===== src/rtl/prog_loader_pkg.sv =====
// Shared types and constants for the boot-time program loader.
package prog_loader_pkg;

  localparam int unsigned XLEN_WIDTH       = 32;
  localparam logic [7:0]  LOADER_SYNC_BYTE = 8'hA5;

  typedef enum logic [1:0] {
    ST_IDLE = 2'd0,
    ST_LEN  = 2'd1,
    ST_DATA = 2'd2,
    ST_DONE = 2'd3
  } loader_state_t;

endpackage


===== src/rtl/prog_loader_byte_packer.sv =====
// Assembles four bytes into a little-endian 32-bit word; the word and its
// strobe are presented combinationally in the cycle the 4th byte arrives.
module prog_loader_byte_packer
  import prog_loader_pkg::*;
(
  input  logic                  clk,
  input  logic                  reset,
  input  logic                  clear_i,
  input  logic                  byte_valid_i,
  input  logic [7:0]            byte_i,
  output logic [XLEN_WIDTH-1:0] word_c,
  output logic                  word_valid_c
);

  logic [23:0] shift_q, shift_d;
  logic [1:0]  cnt_q, cnt_d;

  always_comb begin
    shift_d      = shift_q;
    cnt_d        = cnt_q;
    word_c       = {byte_i, shift_q};
    word_valid_c = byte_valid_i && !clear_i && (cnt_q == 2'd3);
    if (clear_i) begin
      shift_d = '0;
      cnt_d   = '0;
    end else if (byte_valid_i) begin
      shift_d = {byte_i, shift_q[23:8]};
      cnt_d   = cnt_q + 2'd1;
    end
  end

  always_ff @(posedge clk) begin
    if (reset) begin
      shift_q <= '0;
      cnt_q   <= '0;
    end else begin
      shift_q <= shift_d;
      cnt_q   <= cnt_d;
    end
  end

endmodule


===== src/rtl/prog_loader.sv =====
// Boot loader: hunts for a sync byte, reads a word count, then writes
// little-endian words into program memory while holding the core stalled.
module prog_loader
  import prog_loader_pkg::*;
#(
  parameter int unsigned MAX_WORDS      = 256,
  parameter int unsigned BASE_ADDR      = 0,
  parameter logic [7:0]  SYNC_BYTE      = LOADER_SYNC_BYTE,
  parameter int unsigned TIMEOUT_CYCLES = 1000000
) (
  input  logic                  clk,
  input  logic                  reset,
  input  logic                  rx_valid,
  input  logic [7:0]            rx_data,
  output logic                  mem_we,
  output logic [XLEN_WIDTH-1:0] mem_waddr,
  output logic [XLEN_WIDTH-1:0] mem_wdata,
  output logic                  load_busy,
  output logic                  load_done,
  output logic                  load_err,
  output logic [8:0]            words_written
);

  localparam int unsigned IDX_W = 9;
  localparam int unsigned TMO_W = $clog2(TIMEOUT_CYCLES + 1);

  loader_state_t         state_q, state_d;
  logic                  we_q, we_d;
  logic [XLEN_WIDTH-1:0] waddr_q, waddr_d;
  logic [XLEN_WIDTH-1:0] wdata_q, wdata_d;
  logic                  busy_q, busy_d;
  logic                  done_q, done_d;
  logic                  err_q, err_d;
  logic [IDX_W-1:0]      words_q, words_d;
  logic [IDX_W-1:0]      idx_q, idx_d;
  logic [IDX_W-1:0]      count_q, count_d;
  logic [TMO_W-1:0]      tmo_q, tmo_d;

  logic                  in_frame_c;
  logic                  tmo_hit_c;
  logic [XLEN_WIDTH-1:0] word_c;
  logic                  word_valid_c;

  assign in_frame_c = (state_q == ST_LEN) || (state_q == ST_DATA);
  assign tmo_hit_c  = in_frame_c && !rx_valid && (tmo_q == TMO_W'(TIMEOUT_CYCLES - 1));

  // Packer is held clear outside LEN/DATA, which also discards partial words on abort.
  prog_loader_byte_packer u_packer (
    .clk          (clk),
    .reset        (reset),
    .clear_i      (!in_frame_c),
    .byte_valid_i (rx_valid),
    .byte_i       (rx_data),
    .word_c       (word_c),
    .word_valid_c (word_valid_c)
  );

  always_comb begin
    state_d = state_q;
    we_d    = 1'b0;
    waddr_d = waddr_q;
    wdata_d = wdata_q;
    busy_d  = busy_q;
    done_d  = 1'b0;
    err_d   = 1'b0;
    words_d = words_q;
    idx_d   = idx_q;
    count_d = count_q;
    tmo_d   = '0;

    if (in_frame_c && !rx_valid) begin
      tmo_d = tmo_q + TMO_W'(1);
    end

    case (state_q)
      ST_IDLE: begin
        busy_d = 1'b0;
        if (rx_valid && (rx_data == SYNC_BYTE)) begin
          state_d = ST_LEN;
          busy_d  = 1'b1;
          words_d = '0;
          idx_d   = '0;
        end
      end
      ST_LEN: begin
        if (tmo_hit_c) begin
          state_d = ST_IDLE;
          busy_d  = 1'b0;
          err_d   = 1'b1;
        end else if (word_valid_c) begin
          if (word_c == '0) begin
            state_d = ST_DONE;
            done_d  = 1'b1;
          end else if (word_c > XLEN_WIDTH'(MAX_WORDS)) begin
            state_d = ST_IDLE;
            busy_d  = 1'b0;
            err_d   = 1'b1;
          end else begin
            state_d = ST_DATA;
            count_d = word_c[IDX_W-1:0];
            idx_d   = '0;
          end
        end
      end
      ST_DATA: begin
        if (tmo_hit_c) begin
          state_d = ST_IDLE;
          busy_d  = 1'b0;
          err_d   = 1'b1;
        end else if (word_valid_c) begin
          we_d    = 1'b1;
          waddr_d = XLEN_WIDTH'(BASE_ADDR) + XLEN_WIDTH'({idx_q, 2'b00});
          wdata_d = word_c;
          idx_d   = idx_q + IDX_W'(1);
          words_d = words_q + IDX_W'(1);
          if (idx_q == count_q - IDX_W'(1)) begin
            state_d = ST_DONE;
            done_d  = 1'b1;
          end
        end
      end
      ST_DONE: begin
        state_d = ST_IDLE;
        busy_d  = 1'b0;
      end
      default: begin
        state_d = ST_IDLE;
        busy_d  = 1'b0;
      end
    endcase
  end

  always_ff @(posedge clk) begin
    if (reset) begin
      state_q <= ST_IDLE;
      we_q    <= 1'b0;
      waddr_q <= '0;
      wdata_q <= '0;
      busy_q  <= 1'b0;
      done_q  <= 1'b0;
      err_q   <= 1'b0;
      words_q <= '0;
      idx_q   <= '0;
      count_q <= '0;
      tmo_q   <= '0;
    end else begin
      state_q <= state_d;
      we_q    <= we_d;
      waddr_q <= waddr_d;
      wdata_q <= wdata_d;
      busy_q  <= busy_d;
      done_q  <= done_d;
      err_q   <= err_d;
      words_q <= words_d;
      idx_q   <= idx_d;
      count_q <= count_d;
      tmo_q   <= tmo_d;
    end
  end

  assign mem_we        = we_q;
  assign mem_waddr     = waddr_q;
  assign mem_wdata     = wdata_q;
  assign load_busy     = busy_q;
  assign load_done     = done_q;
  assign load_err      = err_q;
  assign words_written = words_q;

endmodule


===== config.mk =====
export PLATFORM = sky130hd
export DESIGN_NAME = prog_loader
export DESIGN_NICKNAME = d
export VERILOG_FILES = /design/src/rtl/prog_loader_pkg.sv /design/src/rtl/prog_loader_byte_packer.sv /design/src/rtl/prog_loader.sv
export SDC_FILE = /design/constraint.sdc
export NUM_CORES = 1
export LEC_CHECK = 0
export ABC_AREA = 0
export BUFFER_PORTS_ARGS = -buffer_cell sky130_fd_sc_hd__buf_2
export CELL_PAD_IN_SITES_DETAIL_PLACEMENT = 1
export CELL_PAD_IN_SITES_GLOBAL_PLACEMENT = 1
export CORE_MARGIN = 5
export CORE_UTILIZATION = 42
export CTS_CLUSTER_DIAMETER = 100
export DETAILED_ROUTE_END_ITERATION = 8
export GPL_ROUTABILITY_DRIVEN = 0
export GPL_TIMING_DRIVEN = 0
export MAX_ROUTING_LAYER = met4
export PLACE_DENSITY = 0.86
export SYNTH_ARGS = -nofsm -noshare
export SYNTH_HDL_FRONTEND = slang
export SYNTH_SLANG_ARGS = --single-unit

===== constraint.sdc =====
create_clock -name clk -period 3.2 [get_ports clk]
set_clock_uncertainty 0.1 [all_clocks]
set_input_delay 0.16 -clock clk [delete_from_list [all_inputs] [get_ports clk]]
set_output_delay 0.16 -clock clk [all_outputs]
set_load 0.01 [all_outputs]

==> impl_metrics.yaml <==
synth:
  synth_ff_type: "dfxtp_1"
  ys_seq_elements: 120
  synth_area_um2: 5310
  synth_edf_count: 0
  yosysSeqAreaShare_pct: 45.3
  syn_avg_cell_area_um2: 8.49
  async_flop_share_pct: 0
  syn_inst: 625
  yosysWarnings: 0
  ys_types: 50
route:
  antenna_left: 0
  drt-total-wl_um: 15700
  via_per_inst: 5.23
  wl_met2_um: 8070
  drc: 0
  wl_met3_um: 675
  first_iter_violations: 311
  wl_per_cell_um: 17.0
  top_layer_used: "met4"
  drt_pass1_iterations: 4
  met1Wirelength_um: 6670
  vias: 4834
placed_design:
  hpwl_um: 11200
  dpl-instance-area_um2: 5920
  io_buffers: 64
  pre_cts_slack_ps: 480
  placed_cells: 883
worst_setup_path:
  criticalPathCategory: "reg2reg"
  cpPeakStageDelay_ps: 490
  start_kind: "flop"
  cp-end-kind: "flop"
  worstPathMaxFanout: 10
  crit_chain: "inv_1, ha_1, nand3_1, nand2_1, nor4b_1, a31oi_1, buf_2, a21oi_1, o32ai_1"
  cp_slowest_cell: "a31oi_1"
  cp.arrival_ps: 3060
  crit_required_ps: 3410
timing:
  period_needed_ps: 2850
  fin_crit_sh_pct: 89.1
  slew_viol_final: 0
  hold_violations: 0
  clock.fmax_mhz: 351
  rsz0062_at_grt: "no"
  slew_headroom_pct: 50.5
  worst_slew_pin_slew_ps: 743
  tns_ps: 0
  final-setup-viol-count: 0
  worst_slack_ps: 350
finish:
  utilization_pct: 53.2
  syn_to_final_growth_pct: 25.5
  antennaDiodeCount: 0
  final_cells: 924
  nNetsFinal: 760
  fillers: 1531
  design_area_um2: 6660
  drive_gt1_share_pct: 16.4
power:
  p_clk_share_pct: 55.9
  p_per_area_nw_per_um2: 561
  peakVddDrop_mv: 0.472
  internal-power_mw: 2.96
  switching_share_pct: 20.9
  power.leakage_nw: 2.73
  power_frac_seq_pct: 40.1
  switching_power_mw: 0.781
  p_comb_share_pct: 3.9
global_routing:
  grt_pass1_vias: 5100
  track_usage_pct: 22.5
  grt_antenna_before_repair: 0
  grt_max_degree: 17
  overflow: 0
  grt_pass1_wl_um: 25800
die:
  pin_count: 88
  initial_core_util_pct: 42.4
  dieArea_um2: 15000
  num_rows: 41
  die_w_um: 122
  die_y_um: 122
  core_area_um2: 12500
clocking:
  path_clk_slew_ps: 60
  cts_tree: "built"
  cts-buffers-inserted: 17
  postCtsSetupBuffers: 0
  max-clock-path-buffers: 2
  clock-sinks: 120
  cts_root_buf: "clkbuf_16"
  clk-insertion-delay-late_ps: 420
  htree_levels: 4
worst_hold_path:
  hold_class: "in2reg"
outcome:
  status: "complete, no violations"
run:
  maxCapViolCount: 0
==> registers in the layout (all words and copies together), names as in the netlist, 2 cells and up <==
name,flops
tmo_q,20
mem_waddr,9
words_written,9
idx_q,9
mem_wdata,32
u_packer.shift_q,24
state_q,2
u_packer.cnt_q,2
count_q,9
==> final timing paths <==
path / depth (start not counted) / slack, ps / to / startpoint
worst min-delay path: 3 / 50 / u_packer.shift_q[21] / rx_valid
worst max-delay path: 9 / 350 / idx_q[5] / state_q[0]
worst min register to register: 2 / 350 / mem_waddr[5] / mem_waddr[5]
worst max register to register: 9 / 350 / idx_q[5] / state_q[0]
==> cells in the mapped netlist, types with 4 or more instances <==
master      n  area (um2)
or3_1       4        25.0
nor4_1      4        25.0
a21oi_1    57         285
nor2_1     73         274
clkbuf_1   22        82.6
nand4_1     6        37.5
or4_1       8        60.1
o32ai_1     5        43.8
buf_4      23         173
mux2i_1    34         340
xor2_1     20         175
nor3_1     10        50.1
xnor2_1    16         140
dfxtp_1   120        2400
ha_1       10         125
nand3_1    21         105
o31ai_1     4        30.0
o21ai_0     6        30.0
buf_1       5        18.8
and3_1     10        62.6
nand2_1   105         394
inv_1      18        67.6
==> worst max-delay path: cells and delay by family, from the launching register on <==
family	cells	cell delay, ps
AO/OA/AOI/OAI	3	840
AND/OR/NAND/NOR	3	660
buffers and inverters	2	420
flip-flops	1	380
adder cells (fa/ha/maj)	1	350
==> metal layers <==
layer  GRT usage (%)  up-vias
met3            4.93       30
li1                -     2319
met4            7.70        0
met5               -        -
met2            38.5      118
met1            26.2     2367
==> what timing repair did <==
action | in CTS | in global routing
hold endpoints to repair | 14 | 0
resized for setup | 0 | 0
hold buffers | 9 | 0
==> cells by family after synthesis <==
kind of cell / Yosys count / synth area share [%]
other: 1 / 0.0707
flip-flops: 120 / 45.3
AO/OA/AOI/OAI: 93 / 10.8
XOR/XNOR: 36 / 5.94
buffers and inverters: 69 / 6.53
adder cells (fa/ha/maj): 10 / 2.36
multiplexers: 34 / 6.42
AND/OR/NAND/NOR: 262 / 22.6
==> layout make-up <==
class | instances | area, um2 | area share, %
timing repair buffer | 73 | 410 | 6.16
inverter | 18 | 67.6 | 1.01
buffer | 51 | 279 | 4.19
multi-input combinational | 458 | 2640 | 39.6
clock inverter | 11 | 195 | 2.93
tap | 172 | 215 | 3.23
clock buffer | 21 | 450 | 6.76
sequential | 120 | 2400 | 36.1
==> metrics by stage <==
stage / power [mW] / hold slack [ps]
finish: 3.74 / 50.0
global placement: 1.66 / 330
CTS: 3.76 / 31.0
floorplan: 1.63 / 196
detailed placement: 1.67 / 339
global route: 3.86 / 42.3
==> layout by cell type (no fill, tap or decap), types with 16 or more instances in the layout <==
cell       count
xnor2_1       16
buf_2         65
clkbuf_16     17
nor2_1        73
conb_1        23
xor2_1        20
inv_1         18
mux2i_1       34
nand2_1      105
nand3_1       21
clkbuf_1      25
dfxtp_1      120
a21oi_1       57
buf_4         23
==> power groups by stage <==
stage	Clock [mW]	Combinational, mW	Sequential, mW
finish	2.09	0.146	1.50
global route	2.20	0.161	1.50
detailed placement	0	0.133	1.53
CTS	2.12	0.143	1.50
global placement	0	0.129	1.53
floorplan	0	0.0979	1.53
(Power assumes the default switching activity.)
